`src/rtl/full_adder_bit.sv`:
```
// Single-bit full adder: the arithmetic primitive chained by full_adder_cell.
module full_adder_bit (
  input  logic a,
  input  logic b,
  input  logic cin,
  output logic sum,
  output logic cout
);

  logic p;

  // Propagate/generate form of the sum and carry.
  always_comb begin
    p    = a ^ b;
    sum  = p ^ cin;
    cout = (a & b) | (cin & p);
  end

endmodule

```
`src/rtl/full_adder_cell.sv`:
```
// Parameterised ripple-carry adder with an optional registered result stage
// carrying carry-out, signed-overflow, zero and valid flags.
module full_adder_cell #(
  parameter int unsigned WIDTH   = 1,
  parameter bit          REG_OUT = 1'b1
) (
  input  logic             clk,
  input  logic             reset_n,
  input  logic             en,
  input  logic [WIDTH-1:0] a,
  input  logic [WIDTH-1:0] b,
  input  logic             cin,
  output logic [WIDTH-1:0] sum,
  output logic             cout,
  output logic [WIDTH-1:0] sum_q,
  output logic             cout_q,
  output logic             ovf_q,
  output logic             zero_q,
  output logic             valid_q
);

  logic msb_cin;
  logic ovf_d;
  logic zero_d;

  // Each stage keeps its own carry nets so the chain is a plain sequence of
  // single-bit signals rather than one vector feeding back into itself.
  for (genvar i = 0; i < WIDTH; i++) begin : g_bit
    logic ci;
    logic co;
    if (i == 0) begin : g_first
      assign ci = cin;
    end else begin : g_next
      assign ci = g_bit[i-1].co;
    end
    full_adder_bit u_bit (
      .a    (a[i]),
      .b    (b[i]),
      .cin  (ci),
      .sum  (sum[i]),
      .cout (co)
    );
  end

  assign cout    = g_bit[WIDTH-1].co;
  assign msb_cin = g_bit[WIDTH-1].ci;

  // Flags derived from the combinational result for capture.
  always_comb begin
    ovf_d  = msb_cin ^ cout;
    zero_d = (sum == '0);
  end

  if (REG_OUT) begin : g_reg
    // Result register: async clear, capture on en, valid pulses per capture.
    always_ff @(posedge clk or negedge reset_n) begin
      if (!reset_n) begin
        sum_q   <= '0;
        cout_q  <= 1'b0;
        ovf_q   <= 1'b0;
        zero_q  <= 1'b0;
        valid_q <= 1'b0;
      end else if (en) begin
        sum_q   <= sum;
        cout_q  <= cout;
        ovf_q   <= ovf_d;
        zero_q  <= zero_d;
        valid_q <= 1'b1;
      end else begin
        valid_q <= 1'b0;
      end
    end
  end else begin : g_noreg
    assign sum_q   = '0;
    assign cout_q  = 1'b0;
    assign ovf_q   = 1'b0;
    assign zero_q  = 1'b0;
    assign valid_q = 1'b0;
  end

endmodule

```
`config.mk`:
```
export PLATFORM = sky130hd
export DESIGN_NAME = full_adder_cell
export DESIGN_NICKNAME = d
export VERILOG_FILES = /design/src/rtl/full_adder_bit.sv /design/src/rtl/full_adder_cell.sv
export SDC_FILE = /design/constraint.sdc
export NUM_CORES = 1
export LEC_CHECK = 0
export CAP_MARGIN = 20
export CORE_AREA = 10 10 47 49
export CTS_BUF_LIST = sky130_fd_sc_hd__clkbuf_4 sky130_fd_sc_hd__clkbuf_8
export DETAILED_ROUTE_END_ITERATION = 6
export DIE_AREA = 0 0 57 59
export PLACE_DENSITY = 0.43
export SETUP_SLACK_MARGIN = 0.4
export SLEW_MARGIN = 5
export SYNTH_ARGS = -nofsm -noshare
export SYNTH_HDL_FRONTEND = slang
export SYNTH_SLANG_ARGS = --single-unit
```
`constraint.sdc`:
```
create_clock -name clk -period 1.15 [get_ports clk]
set_clock_uncertainty 0.05 [all_clocks]
set_input_delay 0.23 -clock clk [delete_from_list [all_inputs] [get_ports clk]]
set_output_delay 0.23 -clock clk [all_outputs]
set_load 0.05 [all_outputs]
```
==> metrics, run 1 <==
outcome finished with violations; failing checks setup timing; Peak VDD IR 448 uV; minimum clock period 1.37 ns; Clk pin slew, worst setup/hold paths 0.04 ns; synthesized area per cell 12.9 um^2; area of the mapped netlist 219 um^2; # diodes 0; Crit. End Element output pin; Placer Congestion 0.610; Total GRT Usage 4.03%; First DRT Iteration DRCs 1; Longest Clk Path Bufs 2; Max-Cap Viols 0; crit path buf inv count 4; Initial Utilization 15.6%; post-layout util 37.5%; crit path kind in2out; commonest non-fill, non-tap cell in the layout buf_12; Tcrit/Tclk final 119%; Final Hold Vio Count 0; crit path DAT 1.09 ns; Site Rows 14; crit path cell chain buf_6, inv_2, fa_2, inv_2, buf_12; post-cts hold buffer count 0; setup tns final -0.316 ns; Hold Crit Class in2async; Setup crit start b; post-route ant nets 0; unrepaired setup endpoints after global routing yes; H-tree Lvls 1; reg-to-reg startpoint ovf_q; crit-path max cell delay 0.57 ns; final max-slew violation count 0; I/O Pins 13; syn nets 24; Die ar. 3360 um^2; fin nets 45; largest cells by area after synthesis dfrtp_1, mux2_2, fa_1; Placeable Area 1400 um^2; pin count of the biggest net entering global routing 6; routed wire length 563 um; sequential fraction of the synthesis area 57.1%; Num CTS Buffers 3; CP Launch Type input port; gr ovfl total 0; Via density 3.60; crit-path max FO 2; combinational fraction of design power 44.8%; Internal 0.000555 W; initial antenna violation count 0; routed length per placed instance 10.6 um; vias 191; most frequent CP cell inv_2; Warnings, synthesis 0; vias in the first global route 212; TritonCTS clock tree yes; switching power 0.000277 W; most frequent cells in the layout buf_12, clkbuf_4, dfrtp_2, buf_6, inv_2; worst path required time 0.87 ns; DRC 0; TritonRoute pass-1 iters 2; worst slew pin tran 0.226 ns; Net Sw Frac 33.3%; Port Buffer Count 12; PnR worst setup slack -0.216 ns; Root Buffer clkbuf_4; Mapped Cells 17; sequential power share 28.2%; Synth Register Bits 5; relative slew slack 84.9%; first-pass GRT wire length 931 um; Layout area overhead 140%; Sink Count 5; area leader, netlist dfrtp_1; Cell variety after synth 8; critical path's slowest cell fa_2; Fmax achieved 732 MHz; CP top delay family adder cells; Setup-failing EPs final 3; share of cells above drive strength 1 86.5%; LEAKAGE 0.236 nW; top cell type's share of synthesized area 57.1%; latest clock arrival within the worst-skew pair 0.24 ns; Die Height 59 um; Die W 57 um; clock share of power 27.0%; pwr dens 1580 nW/um^2
kinds of logic (layout without fill, tap and decap cells):
logic type | after synthesis | count (layout) | share of synthesized area [%]
AND/OR/NAND/NOR | 1 | 1 | 1.71
multiplexers | 3 | 3 | 17.1
flip-flops | 5 | 5 | 57.1
buffers and inverters | 5 | 25 | 8.57
AO/OA/AOI/OAI | 1 | 1 | 2.28
adder cells (fa/ha/maj) | 1 | 1 | 9.14
XOR/XNOR | 1 | 1 | 4.00
worst paths after layout:
path	end	slack, ns	cells after the start
max in group asynchronous	zero_q	0.68	1
min in group clk	ovf_q	0.37	4
worst min-delay path	ovf_q	0.16	1
worst max register to register	ovf_q	0.29	1
worst max-delay path	sum	-0.22	5
worst min register to register	zero_q	0.50	1
cell type report:
| cell class | count | area [um^2] |
|---|---|---|
| Sequential cell | 5 | 130 |
| Fill cell | 149 | 876 |
| Multi-Input combinational cell | 7 | 81.3 |
| Tap cell | 16 | 20.0 |
| Timing Repair Buffer | 16 | 234 |
| Clock buffer | 4 | 30.0 |
| Inverter | 5 | 30.0 |
per-stage QoR:
stage / instances / hold WS (ns) / setup WS (ns) / area, um^2 / total power [W]
floorplan: 17 / -0.116 / -0.345 / 238 / 0.000393
global placement: 48 / 0.415 / -0.750 / 470 / 0.000599
detailed placement: 48 / 0.418 / -0.765 / 470 / 0.000602
CTS: 53 / 0.158 / -0.234 / 519 / 0.000847
global route: 53 / 0.156 / -0.235 / 526 / 0.000884
finish: 53 / 0.160 / -0.216 / 526 / 0.000832
what timing repair did:
action | CTS | global route
buffers inserted | 1 | 0
gates resized for setup | 21 | 1
hold endpoints to repair | 0 | 0
pin swaps | 2 | 2
endpoints found under the setup margin | 12 | 11
state kept, by name, summed over array words and instances (netlist names):
register / cells
cout_q: 1
ovf_q: 1
sum_q: 1
valid_q: 1
zero_q: 1
Yosys cell counts, drive strengths merged:
library cell  count
a21oi             1
dfrtp             5
fa                1
inv               5
mux2              3
nor2              1
xnor2             1
power groups by stage:
stage                     Clock, W  Sequential [W]  Combinational, W
after floorplan                  0        0.000314         0.0000795
after global placement           0        0.000236          0.000363
after detailed placement         0        0.000237          0.000365
after CTS                 0.000235        0.000235          0.000377
after global routing      0.000257        0.000238          0.000389
final                     0.000224        0.000234          0.000373
per-layer routing:
metal	vias to the layer above	track usage (%)	part of all wire [%]
li1	89	-	-
met1	85	3.35	42
met2	15	4.81	38
met3	2	4.08	17
met4	0	5.03	2.7
met5	-	0	0
Note: power is estimated with default switching activity, not from simulation.
==> run 2, diff against run 1 <==
Settings changed: SETUP_SLACK_MARGIN 0.4 to 0.1.
==> metrics, run 2 (synthesis gave the netlist of run 1 again) <==
FF+latch area 125 um^2; gr ovfl total 0; crit path kind in2out; Port Buffer Count 12; Total GRT Usage 4.07%; Placeable Area 1400 um^2; reg-to-reg startpoint ovf_q; Tcrit/Tclk final 120%; Die ar. 3360 um^2; LEAKAGE 0.247 nW; Via density 3.75; Crit. End Element output pin; minimum clock period 1.38 ns; share of cells above drive strength 1 74.4%; Setup crit start cin; I/O Pins 13; DRC 0; crit-path max FO 2; vias 206; pwr dens 1600 nW/um^2; Initial Utilization 15.6%; commonest non-fill, non-tap cell in the layout buf_12; total power 0.000843 W; pin count of the biggest net entering global routing 6; area of the multi-input gates 77.6 um^2; vias in the first global route 228; R2R depth 2; final max-slew violation count 0; fin nets 47; Die Height 59 um; final-layout fill cell count 149; worst slew pin tran 0.228 ns; R2R Path End ovf_q; Die W 57 um; worst path required time 0.87 ns; most frequent cells in the layout buf_12, dfrtp_1, buf_4; first-pass GRT wire length 993 um; Num CTS Buffers 3; Max-Cap Viols 0; Setup-failing EPs final 3; # diodes 0; Layout area overhead 141%; Non-Filler Instances 55; unrepaired setup endpoints after global routing yes; Final Hold Vio Count 0; Hold Crit Class in2async; Site Rows 14; relative slew slack 84.8%; PnR worst setup slack -0.225 ns; TritonRoute pass-1 iters 3; TritonCTS clock tree yes; Critical Path Sink sum; routed wire length 601 um; CP Launch Type input port; placed cell count 47; latest clock arrival within the worst-skew pair 0.23 ns; H-tree Lvls 1; Clk pin slew, worst setup/hold paths 0.04 ns; Peak VDD IR 894 uV; Sink Count 5; initial antenna violation count 0; routed length per placed instance 10.9 um; Fmax achieved 727 MHz; crit path DAT 1.10 ns; Longest Clk Path Bufs 2; Placer Congestion 0.632; Root Buffer clkbuf_4; failing checks setup timing; First DRT Iteration DRCs 4; outcome finished with violations; Reg2Reg Setup Slack 0.18 ns; post-route ant nets 0
[run 2: cell count changes in the layout (fill, tap and decap cells not counted), sizes merged]
cell and change:
buf +2
[run 2: what timing repair did]
action	in CTS	in global routing
gates resized for setup	19	2
setup buffers	3	1
setup endpoints to repair	11	9
hold buffers	0	0
pin swaps	1	1
[run 2: how the worst min path moves through the flow]
stage / startpoint / endpoint / depth (start not counted)
6_report: reset_n / sum_q / 1
5_1_grt: reset_n / sum_q / 1
4_1_cts: reset_n / sum_q / 1
3_5_place_dp: reset_n / sum_q / 1
3_3_place_gp: reset_n / sum_q / 1
2_1_floorplan: reset_n / cout_q / 0
[run 2: critical path, stage by stage]
cell	delay (ns)
buf_8	0.08
inv_4	0.03
fa_2	0.57
inv_2	0.05
buf_12	0.14
[run 2: power breakdown]
group / internal (W) / switching (W)
registers: 0.000203 / 0.0000270
logic: 0.000206 / 0.000185
clock network: 0.000154 / 0.0000676
total: 0.000563 / 0.000279
[run 2: layout make-up]
type	instances	area share [%]
flip-flops and latches	5	23.7
repair buffers	18	46.0
multi-input cells	7	14.7
well taps	16	3.79
clock buffers	4	5.69
inverters	5	6.16
[run 2: through the flow]
step | instance area, um^2 | util [%] | worst slack (ns) | hold slack [ns] | TNS [ns]
after floorplan | 233 | - | -0.345 | -0.116 | -0.570
after global placement | 458 | 32.7 | -0.755 | 0.420 | -3.77
after detailed placement | 458 | 32.7 | -0.776 | 0.426 | -3.88
after CTS | 514 | 36.7 | -0.238 | 0.171 | -0.381
after global routing | 528 | 37.7 | -0.244 | 0.172 | -0.424
final | 528 | 37.7 | -0.225 | 0.162 | -0.357
[run 2: metal layers]
layer	global-route usage [%]	vias to the layer above	part of all wire [%]
met4	1.01	0	0
met1	3.82	94	42
met2	4.81	15	37
li1	-	97	-
met5	0	-	0
met3	6.01	0	21
==> run 3, diff against run 2 <==
Settings changed: HOLD_SLACK_MARGIN set to 0.03.
==> results of run 3 <==
Final layout, timing and power as in run 2 (identical DEF).
